[src/rtl/spi_pkg.sv]
// Shared constants, FSM encoding and frame packing for the SPI initiator that
// talks to the on-chip PWM register-file peripheral.
package spi_pkg;

   localparam int FRAME_BITS = 16;
   localparam int ADDR_W     = 7;
   localparam int DATA_W     = 8;

   localparam logic              RW_WRITE = 1'b1;
   localparam logic [ADDR_W-1:0] MAX_ADDR = 7'd8;

   localparam logic [ADDR_W-1:0] ADDR_EN_OUT   = 7'd0;
   localparam logic [ADDR_W-1:0] ADDR_POLARITY = 7'd1;
   localparam logic [ADDR_W-1:0] ADDR_DUTY0    = 7'd2;
   localparam logic [ADDR_W-1:0] ADDR_DUTY1    = 7'd3;
   localparam logic [ADDR_W-1:0] ADDR_DUTY2    = 7'd4;
   localparam logic [ADDR_W-1:0] ADDR_DUTY3    = 7'd5;
   localparam logic [ADDR_W-1:0] ADDR_DUTY4    = 7'd6;
   localparam logic [ADDR_W-1:0] ADDR_DUTY5    = 7'd7;
   localparam logic [ADDR_W-1:0] ADDR_PWM_DIV  = 7'd8;

   typedef enum logic [2:0] {
      ST_IDLE  = 3'd0,
      ST_SETUP = 3'd1,
      ST_HIGH  = 3'd2,
      ST_LOW   = 3'd3,
      ST_HOLD  = 3'd4,
      ST_GAP   = 3'd5
   } state_e;

   function automatic logic [FRAME_BITS-1:0] pack_frame(input logic              rw,
                                                        input logic [ADDR_W-1:0] addr,
                                                        input logic [DATA_W-1:0] data);
      return {rw, addr, data};
   endfunction

endpackage

[src/rtl/spi_sclk_timer.sv]
// Loadable down-counter that flags the last cycle of an SCLK phase or CS gap.
module spi_sclk_timer #(
   parameter int CNT_W = 2
) (
   input  logic             clk,
   input  logic             rst_n,
   input  logic             load_i,
   input  logic [CNT_W-1:0] load_val_i,
   output logic             done_o
);

   logic [CNT_W-1:0] cnt_q, cnt_d;

   always_comb begin
      cnt_d = cnt_q;
      if (load_i) begin
         cnt_d = load_val_i;
      end else if (cnt_q != '0) begin
         cnt_d = cnt_q - 1'b1;
      end
   end

   always_ff @(posedge clk or negedge rst_n) begin
      if (!rst_n) begin
         cnt_q <= '0;
      end else begin
         cnt_q <= cnt_d;
      end
   end

   assign done_o = (cnt_q == '0);

endmodule

[src/rtl/spi_controller.sv]
// Mode-0, MSB-first SPI initiator: one 16-bit {R/W, addr, wdata} frame per
// accepted request, returning the byte shifted in on CIPO during the data phase.
module spi_controller
   import spi_pkg::*;
#(
   parameter int HALF_PERIOD = 4,
   parameter int CS_GAP      = 8
) (
   input  logic              clk,
   input  logic              rst_n,
   input  logic              req_valid,
   output logic              req_ready,
   input  logic              req_write,
   input  logic [ADDR_W-1:0] req_addr,
   input  logic [DATA_W-1:0] req_wdata,
   output logic              rsp_valid,
   output logic [DATA_W-1:0] rsp_rdata,
   output logic              busy,
   output logic              nCS,
   output logic              SCLK,
   output logic              COPI,
   input  logic              CIPO
);

   localparam int PH_W  = (HALF_PERIOD > 1) ? $clog2(HALF_PERIOD) : 1;
   localparam int GAP_W = (CS_GAP > 1) ? $clog2(CS_GAP) : 1;
   localparam logic [PH_W-1:0]  PH_LOAD  = PH_W'(HALF_PERIOD - 1);
   localparam logic [GAP_W-1:0] GAP_LOAD = GAP_W'(CS_GAP - 1);
   localparam logic [4:0]       LAST_BIT = 5'(FRAME_BITS - 1);
   localparam logic [4:0]       RX_FIRST = 5'(FRAME_BITS - DATA_W);

   // Peripheral needs a 2-flop sync plus edge detect per phase, and time to commit between frames.
   if (HALF_PERIOD < 4) begin : g_chk_half_period
      $error("spi_controller: HALF_PERIOD must be >= 4");
   end
   if (CS_GAP < 4) begin : g_chk_cs_gap
      $error("spi_controller: CS_GAP must be >= 4");
   end

   state_e                  state_q, state_d;
   logic [4:0]              bit_cnt_q, bit_cnt_d;
   logic [FRAME_BITS-1:0]   tx_q, tx_d;
   logic [DATA_W-1:0]       rx_q, rx_d;
   logic [DATA_W-1:0]       rdata_q, rdata_d;
   logic                    rsp_valid_q, rsp_valid_d;
   logic                    cipo_meta_q, cipo_sync_q;
   logic                    accept, phase_done, gap_done, ph_load, gap_load;
   logic                    high_end, last_bit;

   assign accept   = req_valid && (state_q == ST_IDLE);
   assign high_end = (state_q == ST_HIGH) && phase_done;
   assign last_bit = (bit_cnt_q == LAST_BIT);
   assign ph_load  = accept || (phase_done && ((state_q == ST_SETUP) ||
                                               (state_q == ST_HIGH)  ||
                                               (state_q == ST_LOW)));
   assign gap_load = phase_done && (state_q == ST_HOLD);

   spi_sclk_timer #(.CNT_W(PH_W)) u_phase_tmr (
      .clk        (clk),
      .rst_n      (rst_n),
      .load_i     (ph_load),
      .load_val_i (PH_LOAD),
      .done_o     (phase_done)
   );

   spi_sclk_timer #(.CNT_W(GAP_W)) u_gap_tmr (
      .clk        (clk),
      .rst_n      (rst_n),
      .load_i     (gap_load),
      .load_val_i (GAP_LOAD),
      .done_o     (gap_done)
   );

   always_ff @(posedge clk or negedge rst_n) begin
      if (!rst_n) begin
         state_q     <= ST_IDLE;
         bit_cnt_q   <= '0;
         rdata_q     <= '0;
         rsp_valid_q <= 1'b0;
         cipo_meta_q <= 1'b0;
         cipo_sync_q <= 1'b0;
      end else begin
         state_q     <= state_d;
         bit_cnt_q   <= bit_cnt_d;
         rdata_q     <= rdata_d;
         rsp_valid_q <= rsp_valid_d;
         cipo_meta_q <= CIPO;
         cipo_sync_q <= cipo_meta_q;
      end
   end

   // Shift registers carry no reset: COPI is gated by nCS and rx is refilled every frame.
   always_ff @(posedge clk) begin
      tx_q <= tx_d;
      rx_q <= rx_d;
   end

   always_comb begin
      state_d = state_q;
      unique case (state_q)
         ST_IDLE:  if (accept)     state_d = ST_SETUP;
         ST_SETUP: if (phase_done) state_d = ST_HIGH;
         ST_HIGH:  if (phase_done) state_d = last_bit ? ST_HOLD : ST_LOW;
         ST_LOW:   if (phase_done) state_d = ST_HIGH;
         ST_HOLD:  if (phase_done) state_d = ST_GAP;
         ST_GAP:   if (gap_done)   state_d = ST_IDLE;
         default:                  state_d = ST_IDLE;
      endcase
   end

   always_comb begin
      tx_d        = tx_q;
      rx_d        = rx_q;
      bit_cnt_d   = bit_cnt_q;
      rdata_d     = rdata_q;
      rsp_valid_d = 1'b0;
      if (accept) begin
         tx_d      = pack_frame(req_write, req_addr, req_wdata);
         bit_cnt_d = '0;
      end
      if (high_end) begin
         bit_cnt_d = bit_cnt_q + 5'd1;
         if (!last_bit) tx_d = {tx_q[FRAME_BITS-2:0], 1'b0};
         if (bit_cnt_q >= RX_FIRST) rx_d = {rx_q[DATA_W-2:0], cipo_sync_q};
      end
      if (gap_load) begin
         rdata_d     = rx_q;
         rsp_valid_d = 1'b1;
      end
   end

   always_comb begin
      nCS       = 1'b1;
      SCLK      = 1'b0;
      COPI      = 1'b0;
      req_ready = 1'b0;
      busy      = 1'b1;
      unique case (state_q)
         ST_IDLE: begin
            req_ready = 1'b1;
            busy      = 1'b0;
         end
         ST_SETUP, ST_LOW, ST_HOLD: begin
            nCS  = 1'b0;
            COPI = tx_q[FRAME_BITS-1];
         end
         ST_HIGH: begin
            nCS  = 1'b0;
            SCLK = 1'b1;
            COPI = tx_q[FRAME_BITS-1];
         end
         default: ;
      endcase
   end

   assign rsp_valid = rsp_valid_q;
   assign rsp_rdata = rdata_q;

endmodule

[config.mk]
export PLATFORM = sky130hd
export DESIGN_NAME = spi_controller
export DESIGN_NICKNAME = d
export VERILOG_FILES = /design/src/rtl/spi_pkg.sv /design/src/rtl/spi_sclk_timer.sv /design/src/rtl/spi_controller.sv
export SDC_FILE = /design/constraint.sdc
export NUM_CORES = 1
export LEC_CHECK = 0
export ABC_AREA = 1
export CAP_MARGIN = 20
export CORE_MARGIN = 5
export CORE_UTILIZATION = 33
export DETAILED_ROUTE_END_ITERATION = 12
export RECOVER_POWER = 25
export SLEW_MARGIN = 20
export SYNTH_ARGS = -nofsm -noshare
export SYNTH_HDL_FRONTEND = slang
export SYNTH_HIERARCHICAL = 1
export SYNTH_SLANG_ARGS = --single-unit
[constraint.sdc]
create_clock -name clk -period 1.8 [get_ports clk]
set_input_delay 0.36 -clock clk [delete_from_list [all_inputs] [get_ports clk]]
set_output_delay 0.36 -clock clk [all_outputs]
set_load 0.03 [all_outputs]
==> results of run 1 <==
repair_timing:
| item | in CTS | in global routing |
|---|---|---|
| setup buffers | 2 | 1 |
| resized for setup | 5 | 5 |
| hold buffers | 0 | 0 |
| pin swaps | 1 | 0 |
| setup endpoints to repair | 3 | 4 |
worst max-delay path by stage:
stage | slack, ns | startpoint | end
after floorplan | 0.04 | state_q[0] | rx_q[0]
after global routing | 0.003 | state_q[0] | COPI
after global placement | 0.15 | state_q[1] | busy
after detailed placement | 0.13 | u_phase_tmr/cnt_q[0] | u_gap_tmr/cnt_q[0]
final | 0.08 | state_q[0] | COPI
after CTS | 0.04 | state_q[0] | COPI
Yosys cell counts:
master / instances
a21oi_1: 2
nand4_1: 3
ha_1: 6
inv_4: 1
o21ai_0: 11
or2_2: 1
inv_2: 4
nand3_1: 26
nor2_2: 1
clkinv_1: 1
o21ai_1: 1
nor2_4: 1
nand2_1: 128
nand3_4: 1
inv_1: 51
buf_6: 1
edfxtp_1: 8
buf_2: 2
conb_1: 1
nor2_1: 10
dfrtp_1: 24
dfxtp_1: 16
buf_4: 2
nand3_2: 3
worst max-delay path: cells and delay by family, from the launching register on:
kind / cells / cell delay (ns)
AND/OR/NAND/NOR: 4 / 0.40
buffers and inverters: 2 / 0.21
flip-flops: 1 / 0.45
flip-flops by register name (all words and copies together), names as in the netlist:
signal / count
u_gap_tmr/cnt_q: 3
bit_cnt_q: 5
state_q: 3
rx_q: 8
tx_q: 16
cipo_sync_q: 1
u_phase_tmr/cnt_q: 2
rsp_rdata: 8
cipo_meta_q: 1
rsp_valid: 1
metal layers:
metal	GRT usage	part of all wire	vias up	routed length [um]
li1	-	-	1019	-
met1	0.134	0.50	846	2200
met2	0.189	0.46	45	2020
met3	0.0257	0.049	0	216
met4	0.0256	0	0	0
met5	0	0	-	0
through the flow:
stage / std cells / utilization
after floorplan: 309 / -
after global placement: 443 / 0.413
after detailed placement: 443 / 0.413
after CTS: 452 / 0.432
after global routing: 453 / 0.435
final: 453 / 0.435
power by group through the flow:
stage | logic, W | clock network [W] | registers, W
6_report | 0.00234 | 0.000796 | 0.00178
5_1_grt | 0.00267 | 0.000866 | 0.00184
4_1_cts | 0.00235 | 0.000830 | 0.00179
3_5_place_dp | 0.00232 | 0 | 0.00181
3_3_place_gp | 0.00227 | 0 | 0.00180
2_1_floorplan | 0.00145 | 0 | 0.00194
cells by family (layout without fill, tap and decap cells):
kind of cell / after synthesis / after routing
other cells: 1 / 5
buf+inv: 62 / 110
fa+ha+maj: 6 / 6
simple gates: 174 / 174
flops: 48 / 48
compound gates: 14 / 14
cell type report:
type | instances | share of cell area
Tap cell | 96 | 0.0407
Inverter | 57 | 0.0754
Sequential cell | 48 | 0.394
Multi-Input combinational cell | 199 | 0.308
Timing Repair Buffer | 45 | 0.142
Clock inverter | 2 | 0.0114
Clock buffer | 6 | 0.0280
==> flow_summary_export.csv, run 1 <==
group,metric,value,unit
outcome,status,"complete, no violations",
synthesis,post_synth_fa_ha_maj_area_fraction,0.0326,
critical_path,crit_fanout,4,
drt,postRouteAntennaNets,0,
synthesis,ys_seq_area_frac,0.505,
drt,via_per_inst,4.22,
critical_path,end_kind,"output port",
power,p_sw_frac,0.406,
cts,numClockSinks,48,
drt,wire_per_inst,9.78,um
final_layout,multi_input_area,911,um^2
synthesis,synth_compound_area_frac,0.0305,
power,leakage,1.54,nW
cts,clockBufferDepth,2,
critical_path,max_stage_delay,0.45,ns
synthesis,yosys_warnings,6,
critical_path,worst-setup-path-type,"reg -> out",
power,intPower,0.00293,W
critical_path,r2r-start,"bit_cnt_q[0]",
timing,maxSlewViolCount,0,
critical_path,r2r_cells,9,
timing,fin_ws,0.0781,ns
timing,rsz0062_at_grt,"false",
final_layout,final_cell_mix,"126 x nand2_1, 51 x inv_1, 26 x nand3_1, 26 x clkdlybuf4s50_1, 21 x dfrtp_1",
synthesis,synth_xor_area_frac,0,
floorplanning,initial_utilization,0.339,
global_route,grt_usage,0.108,
timing,setup_viol,0,
power,pwr-share-comb,0.476,
global_route,gr-total-overflow,0,
power,switchingPower,0.00200,W
synthesis,synth_area,0.00230,mm^2
floorplanning,dieHeight,93.5,um
timing,fin_crit,1.72,ns
global_route,grt_pass1_wl,7.82,mm
hold_path,timing.hold.worst_path_depth,0,
cts,clock_latency,0.29,ns
floorplanning,core_area,0.00679,mm^2
power,power_density,1670,mW/mm^2
drt,drc,0,
synthesis,synth.avg_cell_area,7.54,um^2
synthesis,synthSimpleGateAreaFrac,0.321,
timing,fin_crit_sh,0.957,
power,peakVddDrop,454,uV
critical_path,arrival,1.36,ns
hold_path,holdCritStartpoint,"cipo_meta_q",
final_layout,antenna_cells,0,
synthesis,synth.area.mux_share,0,
place,gp_congestion,0.777,
final_layout,fill_cells,696,
cts,cts_tree,"done",
timing,skew,0.00812,ns
final_layout,area_delta_synth_final,28.4,%
timing,max_clock_freq,581,MHz
critical_path,crit_path_frequent_cell,"nand2_2",
cts,numCtsBuffers,5,
critical_path,reg2reg_slack,0.15,ns
critical_path,r2r_end,"tx_q[0]",
final_layout,fin_area,0.00295,mm^2
timing,hold_viol_final,0,
place,place_area,0.00281,mm^2
hold_path,hp-class,"reg -> reg",
place,dpl.hpwl,3.20,mm
critical_path,required,1.44,ns
synthesis,synth_top_area_share,0.261,
place,post-place-ws,0.126,ns
floorplanning,die_w,93.5,um
timing,worst_pin_slew,0.618,ns
critical_path,slowest_stage,"dfrtp_2",
timing,relSlewSlack,0.588,
hold_path,min_to,"cipo_sync_q",
final_layout,drive_gt1_frac,0.118,
power,p_seq_frac,0.362,
global_route,grt_pass1_vias,1844,
global_route,antenna_found_initial,0,
cts,path_clk_slew,0.09,ns
final_layout,regArea,0.00116,mm^2
power,power.total,0.00493,W
final_layout,nNetsFinal,382,
synthesis,synth.distinct_cells,24,
floorplanning,dieArea,0.00874,mm^2
drt,drt_first_pass_iters,5,
floorplanning,io_pins,34,
critical_path,crit_path_start_kind,"flop",
synthesis,synth_top_family_by_area,"simple AND/OR/NAND/NOR gates",
drt,vias,1910,
power,p_clk_frac,0.162,
place,io_buffers,33,
synthesis,synthCells,305,
timing,fin_tns_setup,0,ns
floorplanning,row_count,30,
timing,whs,0.350,ns
job,max-cap-violations,0,
drt,routed_wl,4.43,mm
final_layout,final_common_cell,"nand2_1",
synthesis,synth_top_area_cell,"dfrtp_1",
synthesis,synth.area.top_cells,"dfrtp_1 26%, nand2_1 21%, dfxtp_1 14%",
synthesis,yosys_register_bits,48,
cts,cts_max_level,2,
critical_path,path_cells,"nor2_4 > nand2_2 > nand2_2 > inv_1 > nor2_1 > buf_4",
drt,drtIter0Drc,78,
cts,cts-root-buf,"clkbuf_8",
global_route,grt_max_degree,25,
Power figures use the tool's default switching activity.
==> run 2: changes to the inputs <==
==> constraint.sdc (replaced) <==
create_clock -name clk -period 1.8 [get_ports clk]
set_input_delay 0.36 -clock clk [delete_from_list [all_inputs] [get_ports clk]]
set_output_delay 0.36 -clock clk [all_outputs]
set_load 0.005 [all_outputs]
==> run 2 against run 1 <==
Cell area rose by 0.38%. Non-clock buffer count rose by 3. Setup slack improved by 0.017 ns. Die area did not move. Critical endpoint is now req_ready. Largest power group unchanged. Highest routed layer is now met4.
==> flow_summary_export.csv, run 2 (same netlist as run 1, synthesis figures left out) <==
group,metric,value,unit
outcome,status,"complete, no violations",
global_route,grt_usage,0.112,
cts,numClockSinks,48,
global_route,grt_pass1_vias,1796,
final_layout,drive_gt1_frac,0.119,
critical_path,required,1.44,ns
place,gp_congestion,0.796,
power,power_density,1530,mW/mm^2
drt,drt_first_pass_iters,4,
critical_path,crit_path_start_kind,"flop",
power,peakVddDrop,592,uV
floorplanning,row_count,30,
final_layout,fill_cells,724,
hold_path,hp-class,"reg -> reg",
cts,clock_latency,0.30,ns
critical_path,worst-setup-path-type,"reg -> out",
floorplanning,die_w,93.5,um
global_route,gr-total-overflow,0,
timing,fin_ws,0.0950,ns
global_route,met1_usage,0.146,
critical_path,path_cells,"nor2_4 > buf_6 > nand2_2 > inv_1 > dlygate4sd2_1",
critical_path,slowest_stage,"dfrtp_2",
final_layout,final_common_cell,"nand2_1",
floorplanning,initial_utilization,0.339,
hold_path,timing.hold.worst_path_depth,0,
critical_path,r2r_cells,9,
cts,cts_max_level,2,
final_layout,final_cell_mix,"126 x nand2_1, 50 x inv_1, 26 x nand3_1, 26 x clkdlybuf4s50_1, 22 x dfrtp_1",
timing,rsz0062_at_grt,"false",
drt,via_per_inst,4.18,
timing,fin_tns_setup,0,ns
timing,fin_crit_sh,0.947,
timing,setup_viol,0,
final_layout,largest_reg_flops,16,
cts,cts_tree,"done",
place,io_buffers,33,
final_layout,antenna_cells,0,
critical_path,reg2reg_slack,0.14,ns
timing,worst_pin_slew,0.623,ns
cts,path_clk_slew,0.09,ns
power,leakage,1.56,nW
drt,postRouteAntennaNets,0,
drt,drc,0,
final_layout,nNetsFinal,385,
floorplanning,core_area,0.00679,mm^2
critical_path,end_kind,"output port",
global_route,grtUsageMet2,0.186,
timing,fin_crit,1.70,ns
timing,max_clock_freq,587,MHz
global_route,use_met3,0.0274,
cts,numCtsBuffers,5,
drt,vias,1908,
global_route,grt_max_degree,25,
critical_path,arrival,1.34,ns
critical_path,crit_fanout,5,
global_route,grt.busiest_layer,"met2",
floorplanning,dieArea,0.00874,mm^2
timing,hold_viol_final,0,
place,post-place-ws,0.00345,ns
timing,maxSlewViolCount,0,
global_route,grt_pass1_wl,8.02,mm
final_layout,regMostFlops,"tx_q",
power,power.total,0.00453,W
floorplanning,io_pins,34,
place,dpl.hpwl,3.26,mm
drt,wire_per_inst,9.98,um
timing,skew,0.00658,ns
cts,clockBufferDepth,2,
final_layout,area_delta_synth_final,28.9,%
global_route,antenna_found_initial,0,
floorplanning,dieHeight,93.5,um
drt,routed_wl,4.55,mm
job,max-cap-violations,0,
critical_path,max_stage_delay,0.47,ns
cts,cts-root-buf,"clkbuf_8",
drt,drtIter0Drc,111,
timing,relSlewSlack,0.584,
==> run 2: cell count changes in the layout (fill, tap and decap cells not counted), sizes merged <==
cell	change
clkinvlp	+2
dlygate4sd2	+2
buf	-1
bufinv	-1
dlymetal6s2s	+1
==> run 2: per-stage QoR <==
stage | instance area [um^2] | util | cells | hold WS, ns
floorplan | 2320 | - | 309 | 0.0644
global placement | 2830 | 0.416 | 444 | 0.335
detailed placement | 2830 | 0.416 | 444 | 0.336
CTS | 2950 | 0.435 | 456 | 0.352
global route | 2970 | 0.436 | 456 | 0.361
finish | 2970 | 0.436 | 456 | 0.352
==> run 2: worst paths after layout <==
kind | from | end
max | state_q[1] | req_ready
min | cipo_meta_q | cipo_sync_q
max reg2reg | bit_cnt_q[0] | tx_q[0]
min reg2reg | cipo_meta_q | cipo_sync_q
max in group asynchronous | rst_n | state_q[0]
min in group asynchronous | rst_n | rsp_rdata[7]
==> run 2: repair_timing <==
action / CTS / global route
resized for setup: 10 / 7
endpoints found under the setup margin: 5 / 5
hold buffers: 0 / 0
cloned: 0 / 0
setup buffers: 4 / 0
endpoints found under the hold margin: 0 / 0
pin swaps: 2 / 2
==> run 2: layout make-up <==
class                   count  area [um^2]  area share
clock buffers               5         68.8      0.0232
clock inverters             3         23.8     0.00802
inverters                  57          220      0.0743
multi-input cells         199          918       0.310
flip-flops and latches     48         1160       0.392
well taps                  96          120      0.0405
repair buffers             48          450       0.152
==> run 2: power breakdown <==
group	internal [W]	switching, W
Combinational	0.000968	0.00112
Clock	0.000276	0.000377
Sequential	0.00153	0.000255
==> run 2: worst max-delay path: cells and delay by family, from the launching register on <==
family / cells / cell delay, ns
flip-flops: 1 / 0.47
buffers and inverters: 3 / 0.39
AND/OR/NAND/NOR: 2 / 0.19
==> run 2: per-layer routing <==
| layer | vias up | part of all wire |
|---|---|---|
| met5 | - | 0 |
| met4 | 0 | 0.0042 |
| met3 | 2 | 0.055 |
| met2 | 49 | 0.46 |
| met1 | 837 | 0.48 |
| li1 | 1020 | - |
==> run 3: changes to the inputs <==
- CORE_MARGIN: 5 -> 10
==> run 3 against run 2 <==
Power rose by 3.8%. Register-to-register slack improved by 0.03 ns. Critical endpoint unchanged. Hold slack improved by 0.0015 ns. Largest cell class unchanged. Clock-buffer cell count did not move. Routed wire length rose by 5.4%. Setup slack got worse by 0.012 ns. Sequential cell count did not move. Clock power rose by 21%. Via count fell by 1.5%.
==> flow_summary_export.csv, run 3 (same netlist as run 1, synthesis figures left out) <==
group,metric,value,unit
power,p_clk_frac,0.168,
cts,cts_tree,"done",
final_layout,antenna_cells,0,
cts,path_clk_slew,0.10,ns
job,max-cap-violations,0,
final_layout,multi_input_area,916,um^2
global_route,grt_max_degree,25,
place,place_area,0.00284,mm^2
critical_path,cp-startpoint,"state_q[0]",
place,io_buffers,33,
power,pwr-share-comb,0.455,
floorplanning,io_pins,34,
floorplanning,core_area,0.00679,mm^2
critical_path,arrival,1.36,ns
place,dpl.hpwl,3.39,mm
cts,numCtsBuffers,5,
hold_path,hp-class,"reg -> reg",
timing,maxSlewViolCount,0,
critical_path,r2r_end,"tx_q[0]",
drt,postRouteAntennaNets,0,
timing,hold_viol_final,0,
timing,setup_viol,0,
cts,numClockSinks,48,
global_route,grt_usage,0.0883,
drt,drtIter0Drc,72,
place,post-place-ws,0.0640,ns
drt,drt_first_pass_iters,4,
final_layout,largest_reg_flops,16,
final_layout,nNetsFinal,388,
power,switchingPower,0.00177,W
global_route,grt_pass1_wl,8.30,mm
power,intPower,0.00293,W
cts,cts_hold_buf,0,
critical_path,reg2reg_slack,0.17,ns
final_layout,regArea,0.00116,mm^2
floorplanning,dieArea,0.0107,mm^2
critical_path,worst-setup-path-type,"reg -> out",
cts,clockBufferDepth,2,
drt,wire_per_inst,10.5,um
timing,relSlewSlack,0.568,
floorplanning,initial_utilization,0.339,
outcome,status,"complete, no violations",
timing,skew,0.00812,ns
timing,max_clock_freq,582,MHz
power,peakVddDrop,557,uV
final_layout,final_cell_mix,"126 x nand2_1, 50 x inv_1, 26 x nand3_1, 26 x clkdlybuf4s50_1, 22 x dfrtp_1",
timing,fin_crit,1.72,ns
global_route,grt_pass1_vias,1882,
critical_path,r2r_cells,9,
cts,cts-root-buf,"clkbuf_8",
critical_path,crit_path_start_kind,"flop",
cts,cts_max_level,2,
final_layout,final_util,0.443,
power,p_sw_frac,0.376,
final_layout,drive_gt1_frac,0.132,
final_layout,area_delta_synth_final,30.7,%
floorplanning,die_w,104,um
floorplanning,row_count,30,
floorplanning,dieHeight,104,um
timing,fin_ws,0.0827,ns
place,gp_congestion,0.760,
power,p_seq_frac,0.377,
timing,rsz0062_at_grt,"false",
critical_path,crit_end,"req_ready",
final_layout,fill_cells,705,
timing,fin_crit_sh,0.954,
final_layout,final_common_cell,"nand2_1",
critical_path,crit_fanout,4,
critical_path,required,1.44,ns
final_layout,regMostFlops,"tx_q",
critical_path,end_kind,"output port",
global_route,antenna_found_initial,0,
drt,routed_wl,4.80,mm
power,power_density,1560,mW/mm^2
global_route,gr-total-overflow,0,
drt,drc,0,
timing,worst_pin_slew,0.648,ns
drt,via_per_inst,4.10,
cts,clock_latency,0.30,ns
power,leakage,1.59,nW
final_layout,fin_area,0.00301,mm^2
critical_path,r2r-start,"bit_cnt_q[0]",
drt,vias,1880,
run 3: worst min path at each step:
stage / slack (ns) / depth (start not counted) / from / end
2_1_floorplan: 0.06 / 0 / rst_n / bit_cnt_q[0]
3_3_place_gp: 0.34 / 0 / cipo_meta_q / cipo_sync_q
3_5_place_dp: 0.34 / 0 / cipo_meta_q / cipo_sync_q
4_1_cts: 0.36 / 0 / cipo_meta_q / cipo_sync_q
5_1_grt: 0.37 / 0 / cipo_meta_q / cipo_sync_q
6_report: 0.35 / 0 / cipo_meta_q / cipo_sync_q
run 3: critical path, stage by stage, from the launching register on:
cell and delay (ns):
dfrtp_2 0.46, nor2_4 0.13, buf_6 0.12, nand2_1 0.08
inv_1 0.05, dlygate4sd2_1 0.23
run 3: per-layer routing:
metal  wire, um  global-route usage  vias up  part of all wire
met1       2410               0.110      818              0.50
li1           -                   -     1024                 -
met5          0                   0        -                 0
met4         15              0.0212        0            0.0031
met2       2150               0.144       36              0.45
met3        218              0.0285        2             0.045
run 3: through the flow:
step                      instances  power [W]  hold slack (ns)  TNS (ns)
final                           459    0.00470            0.354         0
after global routing            459    0.00517            0.374         0
after CTS                       455    0.00468            0.356    -0.349
after detailed placement        446    0.00388            0.337         0
after global placement          446    0.00383            0.335         0
after floorplan                 309    0.00309           0.0644         0
run 3: power groups by stage:
stage	Combinational (W)	Clock (W)	Sequential [W]
finish	0.00214	0.000791	0.00177
global route	0.00248	0.000863	0.00183
CTS	0.00210	0.000814	0.00177
detailed placement	0.00209	0	0.00179
global placement	0.00205	0	0.00177
floorplan	0.00132	0	0.00177
run 3: layout make-up:
cell class | instances | share of cell area
clock inverters | 3 | 0.0141
flip-flops and latches | 48 | 0.387
clock buffers | 5 | 0.0229
multi-input cells | 199 | 0.304
inverters | 57 | 0.0732
well taps | 96 | 0.0399
repair buffers | 51 | 0.158
run 3: what timing repair did:
action	4_1_cts	5_1_grt
resized for setup	6	13
endpoints found under the setup margin	5	9
pin swaps	1	4
setup buffers	1	5
